`src/rtl/tinyalu_result_capture.sv`:
```
// Captures completed TinyALU operations as 36-bit records and buffers them
// in a small FIFO drained through a valid/ready port.
module tinyalu_result_capture #(
  parameter int unsigned DEPTH   = 8,
  parameter int unsigned TIMEOUT = 15
) (
  input  logic                     clk,
  input  logic                     reset_n,
  input  logic [7:0]               A,
  input  logic [7:0]               B,
  input  logic [2:0]               op,
  input  logic                     start,
  input  logic                     done,
  input  logic [15:0]              result,
  output logic                     out_valid,
  input  logic                     out_ready,
  output logic [35:0]              out_data,
  output logic [$clog2(DEPTH):0]   count,
  output logic [7:0]               drop_count
);

  localparam int unsigned AW = $clog2(DEPTH);

  typedef enum logic [1:0] {IDLE, BUSY, WAIT_LOW} state_t;

  state_t        state;
  logic [7:0]    a_l;
  logic [7:0]    b_l;
  logic [2:0]    op_l;
  logic [7:0]    tcnt;

  logic [AW-1:0] wr_ptr;
  logic [AW-1:0] rd_ptr;
  logic [35:0]   mem [DEPTH];

  logic          push;
  logic [35:0]   push_data;
  logic          pop;
  logic          full;
  logic          wr_en;

  // done takes priority over a timeout landing on the same edge
  always_comb begin
    push      = 1'b0;
    push_data = '0;
    if (state == BUSY) begin
      if (done) begin
        push      = 1'b1;
        push_data = {1'b0, op_l, a_l, b_l, result};
      end else if (tcnt == 8'(TIMEOUT - 1)) begin
        push      = 1'b1;
        push_data = {1'b1, op_l, a_l, b_l, 16'h0000};
      end
    end
  end

  assign full      = (count == (AW + 1)'(DEPTH));
  assign out_valid = (count != '0);
  assign out_data  = mem[rd_ptr];
  assign pop       = out_valid & out_ready;
  assign wr_en     = push & (~full | pop);

  always_ff @(posedge clk or negedge reset_n) begin
    if (!reset_n) begin
      state <= IDLE;
      a_l   <= '0;
      b_l   <= '0;
      op_l  <= '0;
      tcnt  <= '0;
    end else begin
      case (state)
        IDLE: begin
          if (start) begin
            if (op != 3'b000) begin
              a_l   <= A;
              b_l   <= B;
              op_l  <= op;
              tcnt  <= '0;
              state <= BUSY;
            end else begin
              state <= WAIT_LOW;
            end
          end
        end
        BUSY: begin
          if (push) state <= WAIT_LOW;
          else      tcnt  <= tcnt + 8'd1;
        end
        WAIT_LOW: begin
          if (!start) state <= IDLE;
        end
        default: state <= IDLE;
      endcase
    end
  end

  always_ff @(posedge clk) begin
    if (wr_en) mem[wr_ptr] <= push_data;
  end

  always_ff @(posedge clk or negedge reset_n) begin
    if (!reset_n) begin
      wr_ptr     <= '0;
      rd_ptr     <= '0;
      count      <= '0;
      drop_count <= '0;
    end else begin
      if (wr_en) wr_ptr <= wr_ptr + 1'b1;
      if (pop)   rd_ptr <= rd_ptr + 1'b1;
      case ({wr_en, pop})
        2'b10:   count <= count + 1'b1;
        2'b01:   count <= count - 1'b1;
        default: count <= count;
      endcase
      if (push && full && !pop && drop_count != 8'hFF)
        drop_count <= drop_count + 8'd1;
    end
  end

endmodule

```
`config.mk`:
```
export PLATFORM = sky130hd
export DESIGN_NAME = tinyalu_result_capture
export DESIGN_NICKNAME = d
export VERILOG_FILES = /design/src/rtl/tinyalu_result_capture.sv
export SDC_FILE = /design/constraint.sdc
export NUM_CORES = 1
export LEC_CHECK = 0
export ABC_AREA = 1
export BUFFER_PORTS_ARGS = -buffer_cell sky130_fd_sc_hd__clkbuf_2
export CAP_MARGIN = 10
export CORE_MARGIN = 2
export CORE_UTILIZATION = 40
export CTS_CLUSTER_DIAMETER = 150
export DETAILED_ROUTE_END_ITERATION = 12
export GPL_TIMING_DRIVEN = 1
export PLACE_DENSITY = 0.64
export SLEW_MARGIN = 20
export SYNTH_ARGS = -nofsm -noshare
export SYNTH_HDL_FRONTEND = slang
export SYNTH_SLANG_ARGS = --single-unit
```
`constraint.sdc`:
```
create_clock -name clk -period 3.3 [get_ports clk]
set_input_delay 0 -clock clk [delete_from_list [all_inputs] [get_ports clk]]
set_output_delay 0 -clock clk [all_outputs]
set_load 0.02 [all_outputs]
```
==> results of run 1 <==
## worst max-delay path by stage
stage                                   start                    to  cells past startpoint
after floorplan           tcnt[0]$_DFFE_PN0P_   mem[1][0]$_DFFE_PP_                      8
after global placement    tcnt[0]$_DFFE_PN0P_   mem[2][1]$_DFFE_PP_                     10
after detailed placement  tcnt[0]$_DFFE_PN0P_   mem[2][1]$_DFFE_PP_                     10
after CTS                 tcnt[0]$_DFFE_PN0P_  mem[2][30]$_DFFE_PP_                     10
after global routing      tcnt[0]$_DFFE_PN0P_  mem[2][30]$_DFFE_PP_                     10
final                     tcnt[0]$_DFFE_PN0P_  mem[2][30]$_DFFE_PP_                     10
## stage by stage
step | cell area (sq um) | instances | util (%)
detailed placement | 14800 | 1646 | 43.9
floorplan | 13700 | 1152 | -
finish | 16400 | 1751 | 48.9
CTS | 16400 | 1751 | 48.9
global placement | 14800 | 1646 | 43.9
global route | 16400 | 1751 | 48.9
## synth_stat cells, types with 2 or more instances
| library cell | number |
|---|---|
| inv_1 | 45 |
| nor2_1 | 268 |
| buf_1 | 9 |
| xnor2_1 | 2 |
| edfxtp_1 | 288 |
| inv_2 | 8 |
| nor2_4 | 3 |
| nand2_4 | 2 |
| nand2_1 | 196 |
| nand4_1 | 6 |
| o32ai_1 | 72 |
| clkbuf_1 | 33 |
| a21oi_1 | 4 |
| ha_1 | 6 |
| xor2_1 | 10 |
| nand3_2 | 2 |
| nor3_1 | 3 |
| buf_2 | 20 |
| nand3_1 | 12 |
| nor2_2 | 6 |
| dfrtp_1 | 47 |
| o21ai_0 | 101 |
## sequential cells by signal, summed over array words and instances (netlist names)
name / cells
a_l: 8
b_l: 8
count: 4
drop_count: 8
mem: 288
op_l: 3
rd_ptr: 3
state: 2
tcnt: 8
wr_ptr: 3
## layout make-up
class	count	area (sq um)
Sequential cell	335	9830
Tap cell	448	561
Multi-Input combinational cell	702	3430
Inverter	53	201
Fill cell	2934	17200
Clock inverter	17	293
Timing Repair Buffer	149	1140
Clock buffer	47	983
## per-layer routing
layer	track usage (%)	wire, microns
met3	2.59	1630
met1	24.9	14400
met4	3.79	444
met2	26.5	13400
met5	0	0
## power groups by stage
stage               combinational, mW  sequential (mW)  clock [mW]
finish                           4.86             5.40        4.28
global route                     5.42             5.45        4.53
CTS                              4.91             5.40        4.35
detailed placement               4.82             5.49           0
global placement                 4.75             5.46           0
floorplan                        3.29             5.39           0
## cells by family (layout without fill, tap and decap cells)
group | count (synthesis) | after routing | share of synthesized area (%)
AO/OA/AOI/OAI | 182 | 182 | 8.82
XOR/XNOR | 12 | 12 | 0.769
adder cells (fa/ha/maj) | 6 | 6 | 0.549
buffers and inverters | 115 | 266 | 3.34
flip-flops | 335 | 335 | 71.9
AND/OR/NAND/NOR | 502 | 502 | 14.6
## worst reg2reg max path: cells and delay by family (launching register included)
kind	cells	cell delay [ns]
AND/OR/NAND/NOR	5	1.21
buffers and inverters	3	0.49
flip-flops	1	0.40
AO/OA/AOI/OAI	1	0.20
adder cells (fa/ha/maj)	1	0.18
## repair_timing
action | CTS | global route
setup endpoints to repair | 0 | 0
endpoints found under the hold margin | 199 | 0
buffers inserted | 0 | 0
hold buffers | 41 | 0
==> flow_metrics.py, run 1 <==
metrics = {
    "run_status": {
        "outcome": "finished clean",
    },
    "final_layout": {
        "drive_above_1_share_pct": 14.5,
        "nets": 1322,
        "n_antenna_cell": 0,
        "layout_commonest_cell": "edfxtp_1",
        "layout_common_cells": "edfxtp_1 (288), nor2_1 (264), nand2_1 (196)",
        "syn_to_final_growth_pct": 20.3,
    },
    "setup_path": {
        "critPathRequiredTime_ns": 3.51,
        "cpLargestDelayFamily": "simple AND/OR/NAND/NOR gates",
        "worst_path_most_repeated_cell": "nor2_4",
        "setup.worst_path.start_class": "register",
        "reg2reg_to": "mem[2][30]$_DFFE_PP_",
        "critical_path_class": "register to register",
        "max_stage_delay_ns": 0.43,
        "path_max_fanout": 23,
        "r2r_start": "tcnt[0]$_DFFE_PN0P_",
        "path_cells": "inv_1, ha_1, nand3_2, o21bai_4, nand2_4, nor2_4, inv_2, or2_4, nor2_4, buf_4",
        "crit_buf_inv": 3,
        "crit_arrival_ns": 3.00,
        "crit_slowest_cell": "nor2_4",
        "worst_r2r_path_depth": 10,
        "r2r_slack_ns": 0.51,
        "crit_path_end_kind": "register",
    },
    "sta": {
        "whs_ns": 0.0969,
        "tns_ns": 0,
        "max_freq_mhz": 359,
        "slew_viol_final": 0,
        "fin_ws_ns": 0.511,
        "relSlewSlack_pct": 40.1,
        "period_minus_slack_ns": 2.79,
        "rsz0062_at_grt": "no",
        "finalHoldViolations": 0,
        "tightest_slew_ns": 0.898,
        "period_share_pct": 84.5,
        "setup_violations": 0,
        "fin_worst_skew_ns": 0.0240,
    },
    "clocking": {
        "clk_latency_ns": 0.53,
        "cts_buffer_depth": 3,
        "cts_resized": 0,
        "cts-buffers-inserted": 35,
        "cts.sinks": 335,
        "cts_tree": "built",
        "cts-htree-levels": 2,
        "clkTransAtPathRegs_ns": 0.06,
        "cts_root_buf": "clkbuf_16",
    },
    "floorplan": {
        "die_x_microns": 189,
        "dieArea_sq_um": 35700,
        "initial_core_util_pct": 40.6,
        "rows": 67,
        "io_pins": 89,
        "core_sq_um": 33600,
        "dieHeight_microns": 189,
    },
    "place": {
        "hpwl_mm": 17.6,
        "gp_congestion": 0.790,
        "port_buffers": 88,
        "place_ws_ns": 0.491,
    },
    "power_and_ir_drop": {
        "power_switching_share_pct": 36.2,
        "comb_power_share_pct": 33.4,
        "seqPwrFrac_pct": 37.1,
        "p_int_mw": 9.27,
        "power.density_nw_per_um2": 885,
        "p_switching_mw": 5.27,
        "max-vdd-ir-drop_uv": 743,
        "finalPower_mw": 14.5,
        "clkPwrFrac_pct": 29.4,
        "p_leak_nw": 6.14,
    },
    "synth": {
        "synthDominantCellAreaShare_pct": 63.3,
        "ys_seq_area_share_pct": 71.9,
        "netlist_top_cells_area": "edfxtp_1 (63%), dfrtp_1 (8.6%), nor2_1 (7.4%), nand2_1 (5.4%), o32ai_1 (4.6%)",
        "ys_ff_latch": 335,
        "ys_warn_count": 0,
        "synth_ff_type": "edfxtp_1",
        "syn_area_per_cell_sq_um": 11.9,
        "synthCells": 1152,
        "ys_types": 31,
        "synth-async-reset-ratio_pct": 14.0,
        "synth-edff-count": 288,
        "syn_area_sq_um": 13700,
        "yosysTopAreaCell": "edfxtp_1",
        "synth_fp_nets": 1198,
    },
    "drt": {
        "dr.pass1.iters": 7,
        "antenna_left": 0,
        "via_count": 8886,
        "vias_per_cell": 5.07,
        "post-route-drc-count": 0,
        "wire_per_inst_microns": 17.0,
        "routed_wl_mm": 29.8,
        "drtIter0Drc": 699,
    },
    "global_routing": {
        "antenna_found_initial": 0,
        "grtUsageTotal_pct": 16.9,
        "grt_overflow": 0,
        "grt_max_degree": 146,
        "grt_pass1_vias": 8781,
        "grt_pass1_wl_mm": 47.9,
    },
    "flow_run": {
        "drv_cap": 0,
    },
    "worst_hold_path": {
        "hold_class": "primary input to asynchronous set/reset pin",
    },
}
Power figures use the tool's default switching activity.
==> run 2, diff against run 1 <==
==> constraint.sdc (replaced) <==
create_clock -name clk -period 2.5 [get_ports clk]
set_input_delay 0 -clock clk [delete_from_list [all_inputs] [get_ports clk]]
set_output_delay 0 -clock clk [all_outputs]
set_load 0.02 [all_outputs]
==> run 2 against run 1 <==
Net effect: routed wire length grew 0.55%; hold slack lost 0.021 ns; die area unchanged; sequential power up 31%; combinational power rose by 37%; sequential share of layout area fell by 0.26 points; total power grew 31%; register-to-register slack got worse by 0.34 ns.
==> flow_metrics.py, run 2 (synthesized netlist as in run 1, its figures left out) <==
metrics = {
    "floorplan": {
        "io_pins": 89,
        "dieArea_sq_um": 35700,
        "die_x_microns": 189,
        "dieHeight_microns": 189,
        "rows": 67,
        "initial_core_util_pct": 40.6,
        "core_sq_um": 33600,
    },
    "global_routing": {
        "antenna_found_initial": 0,
        "grt_util_met2_pct": 26.2,
        "grtUsageTotal_pct": 16.9,
        "grtUsageMet3_pct": 3.30,
        "grt_pass1_vias": 9070,
        "grt_overflow": 0,
        "use_met1_pct": 24.2,
        "grt_max_degree": 83,
        "busiest_layer": "met2",
        "grt_pass1_wl_mm": 47.8,
    },
    "clocking": {
        "clkTransAtPathRegs_ns": 0.06,
        "cts.sinks": 335,
        "cts_tree": "built",
        "cts-htree-levels": 2,
        "clk_latency_ns": 0.52,
        "cts_buffer_depth": 3,
        "cts_root_buf": "clkbuf_16",
        "cts-buffers-inserted": 36,
    },
    "sta": {
        "fin_ws_ns": 0.158,
        "max_freq_mhz": 427,
        "tightest_slew_ns": 0.885,
        "period_share_pct": 93.7,
        "rsz0062_at_grt": "no",
        "fin_worst_skew_ns": 0.0175,
        "slew_viol_final": 0,
        "setup_violations": 0,
        "relSlewSlack_pct": 41.0,
        "period_minus_slack_ns": 2.34,
        "finalHoldViolations": 0,
    },
    "drt": {
        "dr.pass1.iters": 5,
        "drtIter0Drc": 601,
        "vias_per_cell": 5.11,
        "via_count": 9038,
        "antenna_left": 0,
        "post-route-drc-count": 0,
        "wire_per_inst_microns": 17.0,
        "routed_wl_mm": 30.0,
    },
    "setup_path": {
        "critPathRequiredTime_ns": 2.50,
        "r2r_slack_ns": 0.17,
        "path_max_fanout": 49,
        "crit_arrival_ns": 2.34,
        "critical_path_class": "register to primary output",
        "reg2reg_to": "mem[0][23]$_DFFE_PP_",
        "worst_r2r_path_depth": 10,
        "setup.worst_path.start_class": "register",
        "r2r_start": "tcnt[0]$_DFFE_PN0P_",
        "crit_path_end_kind": "primary output",
    },
    "run_status": {
        "outcome": "finished clean",
    },
    "final_layout": {
        "nets": 1339,
        "largest_reg_flops": 288,
        "n_fill_cell": 2939,
        "post-route-util_pct": 49.1,
        "layout_commonest_cell": "edfxtp_1",
        "drive_above_1_share_pct": 16.0,
        "syn_to_final_growth_pct": 20.9,
        "largest-register": "mem",
        "layout_common_cells": "edfxtp_1 (288), nor2_1 (264), nand2_1 (196)",
        "n_antenna_cell": 0,
    },
    "power_and_ir_drop": {
        "p_leak_nw": 6.20,
        "max-vdd-ir-drop_uv": 672,
        "power.density_nw_per_um2": 1150,
        "finalPower_mw": 19.0,
    },
    "place": {
        "place_ws_ns": 0.187,
        "gp_congestion": 0.749,
        "hpwl_mm": 18.2,
        "port_buffers": 88,
    },
    "worst_hold_path": {
        "hold_class": "primary input to register",
        "holdPathStages": 5,
        "worstHoldEndpoint": "wr_ptr[1]$_DFFE_PN0P_",
        "hp-start": "done",
    },
    "flow_run": {
        "drv_cap": 0,
    },
}
==> run 2: cell count changes in the layout (fill, tap and decap cells not counted), sizes merged <==
cell and delta:
clkbuf -2, inv +3, clkinvlp +1, clkinv +4, bufinv -4, buf +16
==> run 2: worst max-delay path: stages (launching register included) <==
cell and delay (ns):
dfrtp_4 0.52, inv_4 0.21, buf_12 0.27, nor2_1 0.08
o32ai_1 0.24, nand2_1 0.14, nand2_1 0.16, clkbuf_2 0.20
==> run 2: metal layers <==
metal,wire length (microns),vias to the layer above
met5,0,-
met4,643,0
met3,1810,50
met2,13300,258
met1,14200,4386
li1,-,4344
==> run 2: cell type report <==
class	count	area [sq um]	area share (%)
clock inverter	21	193	1.17
multi-input combinational	702	3430	20.8
timing repair buffer	165	1310	7.93
tap	448	561	3.39
clock buffer	45	986	5.97
inverter	53	201	1.22
sequential	335	9830	59.5
==> run 2: timing repair <==
item | 4_1_cts | 5_1_grt
buffers inserted | 0 | 1
gates resized for setup | 0 | 0
endpoints found under the setup margin | 0 | 6
endpoints found under the hold margin | 186 | 0
hold buffers | 41 | 0
==> run 2: metrics by stage <==
stage / setup TNS (ns) / hold WS, ns / area, sq um / cells
floorplan: -42.49 / -0.296 / 13700 / 1152
CTS: 0 / 0.0651 / 16500 / 1768
global placement: 0 / 0.187 / 14900 / 1661
detailed placement: 0 / 0.177 / 14900 / 1661
global route: 0 / 0.124 / 16500 / 1769
finish: 0 / 0.0762 / 16500 / 1769
==> run 2: power breakdown <==
group | switching, mW | leakage, nW | total, mW | internal [mW]
Sequential | 0.316 | 3.25 | 7.09 | 6.77
Clock | 2.12 | 0.586 | 5.25 | 3.13
Combinational | 4.55 | 2.37 | 6.65 | 2.10
Total | 6.99 | 6.20 | 19.0 | 12.0
==> run 2: how the worst max path moves through the flow <==
stage,start,to,cells past startpoint,slack (ns)
5_1_grt,rd_ptr[0]$_DFFE_PN0P_,out_data[30],7,0.007
6_report,rd_ptr[0]$_DFFE_PN0P_,out_data[30],7,0.16
3_5_place_dp,tcnt[0]$_DFFE_PN0P_,mem[0][9]$_DFFE_PP_,10,0.19
3_3_place_gp,tcnt[0]$_DFFE_PN0P_,mem[1][7]$_DFFE_PP_,9,0.26
4_1_cts,rd_ptr[1]$_DFFE_PN0P_,out_data[32],6,0.07
2_1_floorplan,tcnt[0]$_DFFE_PN0P_,mem[0][0]$_DFFE_PP_,9,-0.30
==> run 3, diff against run 2 <==
--- a/config.mk
+++ b/config.mk
@@ -10,6 +10,7 @@
 export CAP_MARGIN = 10
 export CORE_MARGIN = 2
 export CORE_UTILIZATION = 40
+export CTS_BUF_LIST = sky130_fd_sc_hd__clkbuf_16
 export CTS_CLUSTER_DIAMETER = 150
 export DETAILED_ROUTE_END_ITERATION = 12
 export GPL_TIMING_DRIVEN = 1
==> run 3 against run 2 <==
Net effect: die area unchanged; total power decreased by 0.54%; sequential cell count unchanged; cell count unchanged; critical path depth increased by 3; first-iteration DRC count decreased by 2.3%; combinational power about the same; critical path type is now register to register; critical endpoint is now mem[0][23]$_DFFE_PP_.
==> flow_metrics.py, run 3 (synthesized netlist as in run 1, its figures left out) <==
metrics = {
    "global_routing": {
        "grt_pass1_vias": 9045,
        "grtUsageMet3_pct": 3.30,
        "busiest_layer": "met2",
        "use_met1_pct": 24.3,
        "grt_overflow": 0,
        "grt_pass1_wl_mm": 47.8,
        "grt_util_met2_pct": 26.1,
        "grt_max_degree": 83,
        "antenna_found_initial": 0,
        "grtUsageTotal_pct": 16.9,
    },
    "setup_path": {
        "path_cells": "inv_1, ha_1, nand3_2, o21bai_4, nand2_4, nor2_4, inv_2, or2_4, nor2_4, buf_12",
        "crit_path_end_kind": "register",
        "worst_r2r_path_depth": 10,
        "critPathRequiredTime_ns": 2.68,
        "r2r_slack_ns": 0.16,
        "path_max_fanout": 36,
        "crit_buf_inv": 3,
        "crit_slowest_cell": "dfrtp_1",
        "setup.worst_path.start_class": "register",
        "r2r_start": "tcnt[0]$_DFFE_PN0P_",
        "reg2reg_to": "mem[0][23]$_DFFE_PP_",
        "worst_path_most_repeated_cell": "nor2_4",
        "crit_arrival_ns": 2.52,
        "cpLargestDelayFamily": "simple AND/OR/NAND/NOR gates",
        "max_stage_delay_ns": 0.40,
        "startpoint": "tcnt[0]$_DFFE_PN0P_",
        "critical_path_class": "register to register",
    },
    "clocking": {
        "clkTransAtPathRegs_ns": 0.06,
        "cts_buffer_depth": 3,
        "cts-htree-levels": 2,
        "clk_latency_ns": 0.52,
        "cts-buffers-inserted": 36,
        "cts_root_buf": "clkbuf_16",
        "cts_tree": "built",
        "cts.sinks": 335,
    },
    "run_status": {
        "outcome": "finished clean",
    },
    "final_layout": {
        "multi_input_area_sq_um": 3430,
        "register_area_sq_um": 9830,
        "n_fill_cell": 2944,
        "largest_reg_flops": 288,
        "layout_commonest_cell": "edfxtp_1",
        "n_antenna_cell": 0,
        "syn_to_final_growth_pct": 20.7,
        "nets": 1339,
        "largest-register": "mem",
        "post-route-util_pct": 49.0,
        "layout_common_cells": "edfxtp_1 (288), nor2_1 (264), nand2_1 (196)",
        "drive_above_1_share_pct": 15.8,
    },
    "floorplan": {
        "dieArea_sq_um": 35700,
        "die_x_microns": 189,
        "initial_core_util_pct": 40.6,
        "rows": 67,
        "io_pins": 89,
        "core_sq_um": 33600,
        "dieHeight_microns": 189,
    },
    "drt": {
        "antenna_left": 0,
        "vias_per_cell": 5.11,
        "drtIter0Drc": 587,
        "post-route-drc-count": 0,
        "via_count": 9044,
        "routed_wl_mm": 29.9,
        "dr.pass1.iters": 5,
        "wire_per_inst_microns": 16.9,
    },
    "place": {
        "port_buffers": 88,
        "hpwl_mm": 18.2,
        "gp_congestion": 0.749,
        "place_ws_ns": 0.187,
    },
    "sta": {
        "period_share_pct": 93.4,
        "rsz0062_at_grt": "no",
        "finalHoldViolations": 0,
        "slew_viol_final": 0,
        "period_minus_slack_ns": 2.34,
        "fin_worst_skew_ns": 0.0180,
        "setup_violations": 0,
        "whs_ns": 0.0757,
        "fin_ws_ns": 0.164,
        "relSlewSlack_pct": 41.4,
        "tightest_slew_ns": 0.878,
        "max_freq_mhz": 428,
    },
    "worst_hold_path": {
        "hp-start": "done",
        "holdPathStages": 5,
        "worstHoldEndpoint": "wr_ptr[1]$_DFFE_PN0P_",
        "hold_class": "primary input to register",
    },
    "power_and_ir_drop": {
        "max-vdd-ir-drop_uv": 672,
        "seqPwrFrac_pct": 37.5,
        "power.density_nw_per_um2": 1150,
        "comb_power_share_pct": 35.3,
        "p_leak_nw": 6.20,
        "clkPwrFrac_pct": 27.2,
        "p_switching_mw": 7.00,
        "finalPower_mw": 18.9,
        "p_int_mw": 11.9,
        "power_switching_share_pct": 37.0,
    },
    "flow_run": {
        "drv_cap": 0,
    },
}
-- run 3: what timing repair did --
item | 4_1_cts | 5_1_grt
resized for setup | 0 | 1
setup endpoints to repair | 0 | 6
hold buffers | 41 | 0
hold endpoints to repair | 186 | 0
setup buffers | 0 | 1
-- run 3: final cells by class --
class                           count  area share (%)
Tap cell                          448            3.40
Clock buffer                       37            5.62
Clock inverter                     29            1.35
Sequential cell                   335            59.6
Inverter                           53            1.24
Timing Repair Buffer              165            7.94
Multi-Input combinational cell    702            20.8
-- run 3: worst reg2reg max path, cell delays in order, from the launching register on --
cell	delay, ns
dfrtp_1	0.40
inv_1	0.12
ha_1	0.18
nand3_2	0.12
o21bai_4	0.19
nand2_4	0.10
nor2_4	0.14
inv_2	0.05
or2_4	0.29
nor2_4	0.13
buf_12	0.23
-- run 3: power by group through the flow --
stage | logic, mW | clock network [mW] | registers (mW)
6_report | 6.66 | 5.14 | 7.09
3_3_place_gp | 6.40 | 0 | 7.22
4_1_cts | 6.61 | 5.22 | 7.14
5_1_grt | 7.40 | 5.47 | 7.15
3_5_place_dp | 6.49 | 0 | 7.25
2_1_floorplan | 4.36 | 0 | 7.11
-- run 3: per-layer routing --
metal	vias up	share of wire, %	wire length (microns)
met3	46	6.1	1820
met1	4385	47	14100
li1	4345	-	-
met2	268	45	13300
met4	0	2.0	612
met5	-	0	0
-- run 3: through the flow --
stage	area (sq um)	TNS (ns)	cells
floorplan	13700	-42.49	1152
global placement	14900	0	1661
detailed placement	14900	0	1661
CTS	16500	0	1768
global route	16500	0	1769
finish	16500	0	1769
-- run 3: worst max-delay path by stage --
stage | end | slack, ns | depth (start not counted)
floorplan | mem[0][0]$_DFFE_PP_ | -0.30 | 9
global placement | mem[1][7]$_DFFE_PP_ | 0.26 | 9
detailed placement | mem[0][9]$_DFFE_PP_ | 0.19 | 10
CTS | out_data[32] | 0.07 | 6
global route | out_data[33] | 0.03 | 8
finish | mem[0][23]$_DFFE_PP_ | 0.16 | 10
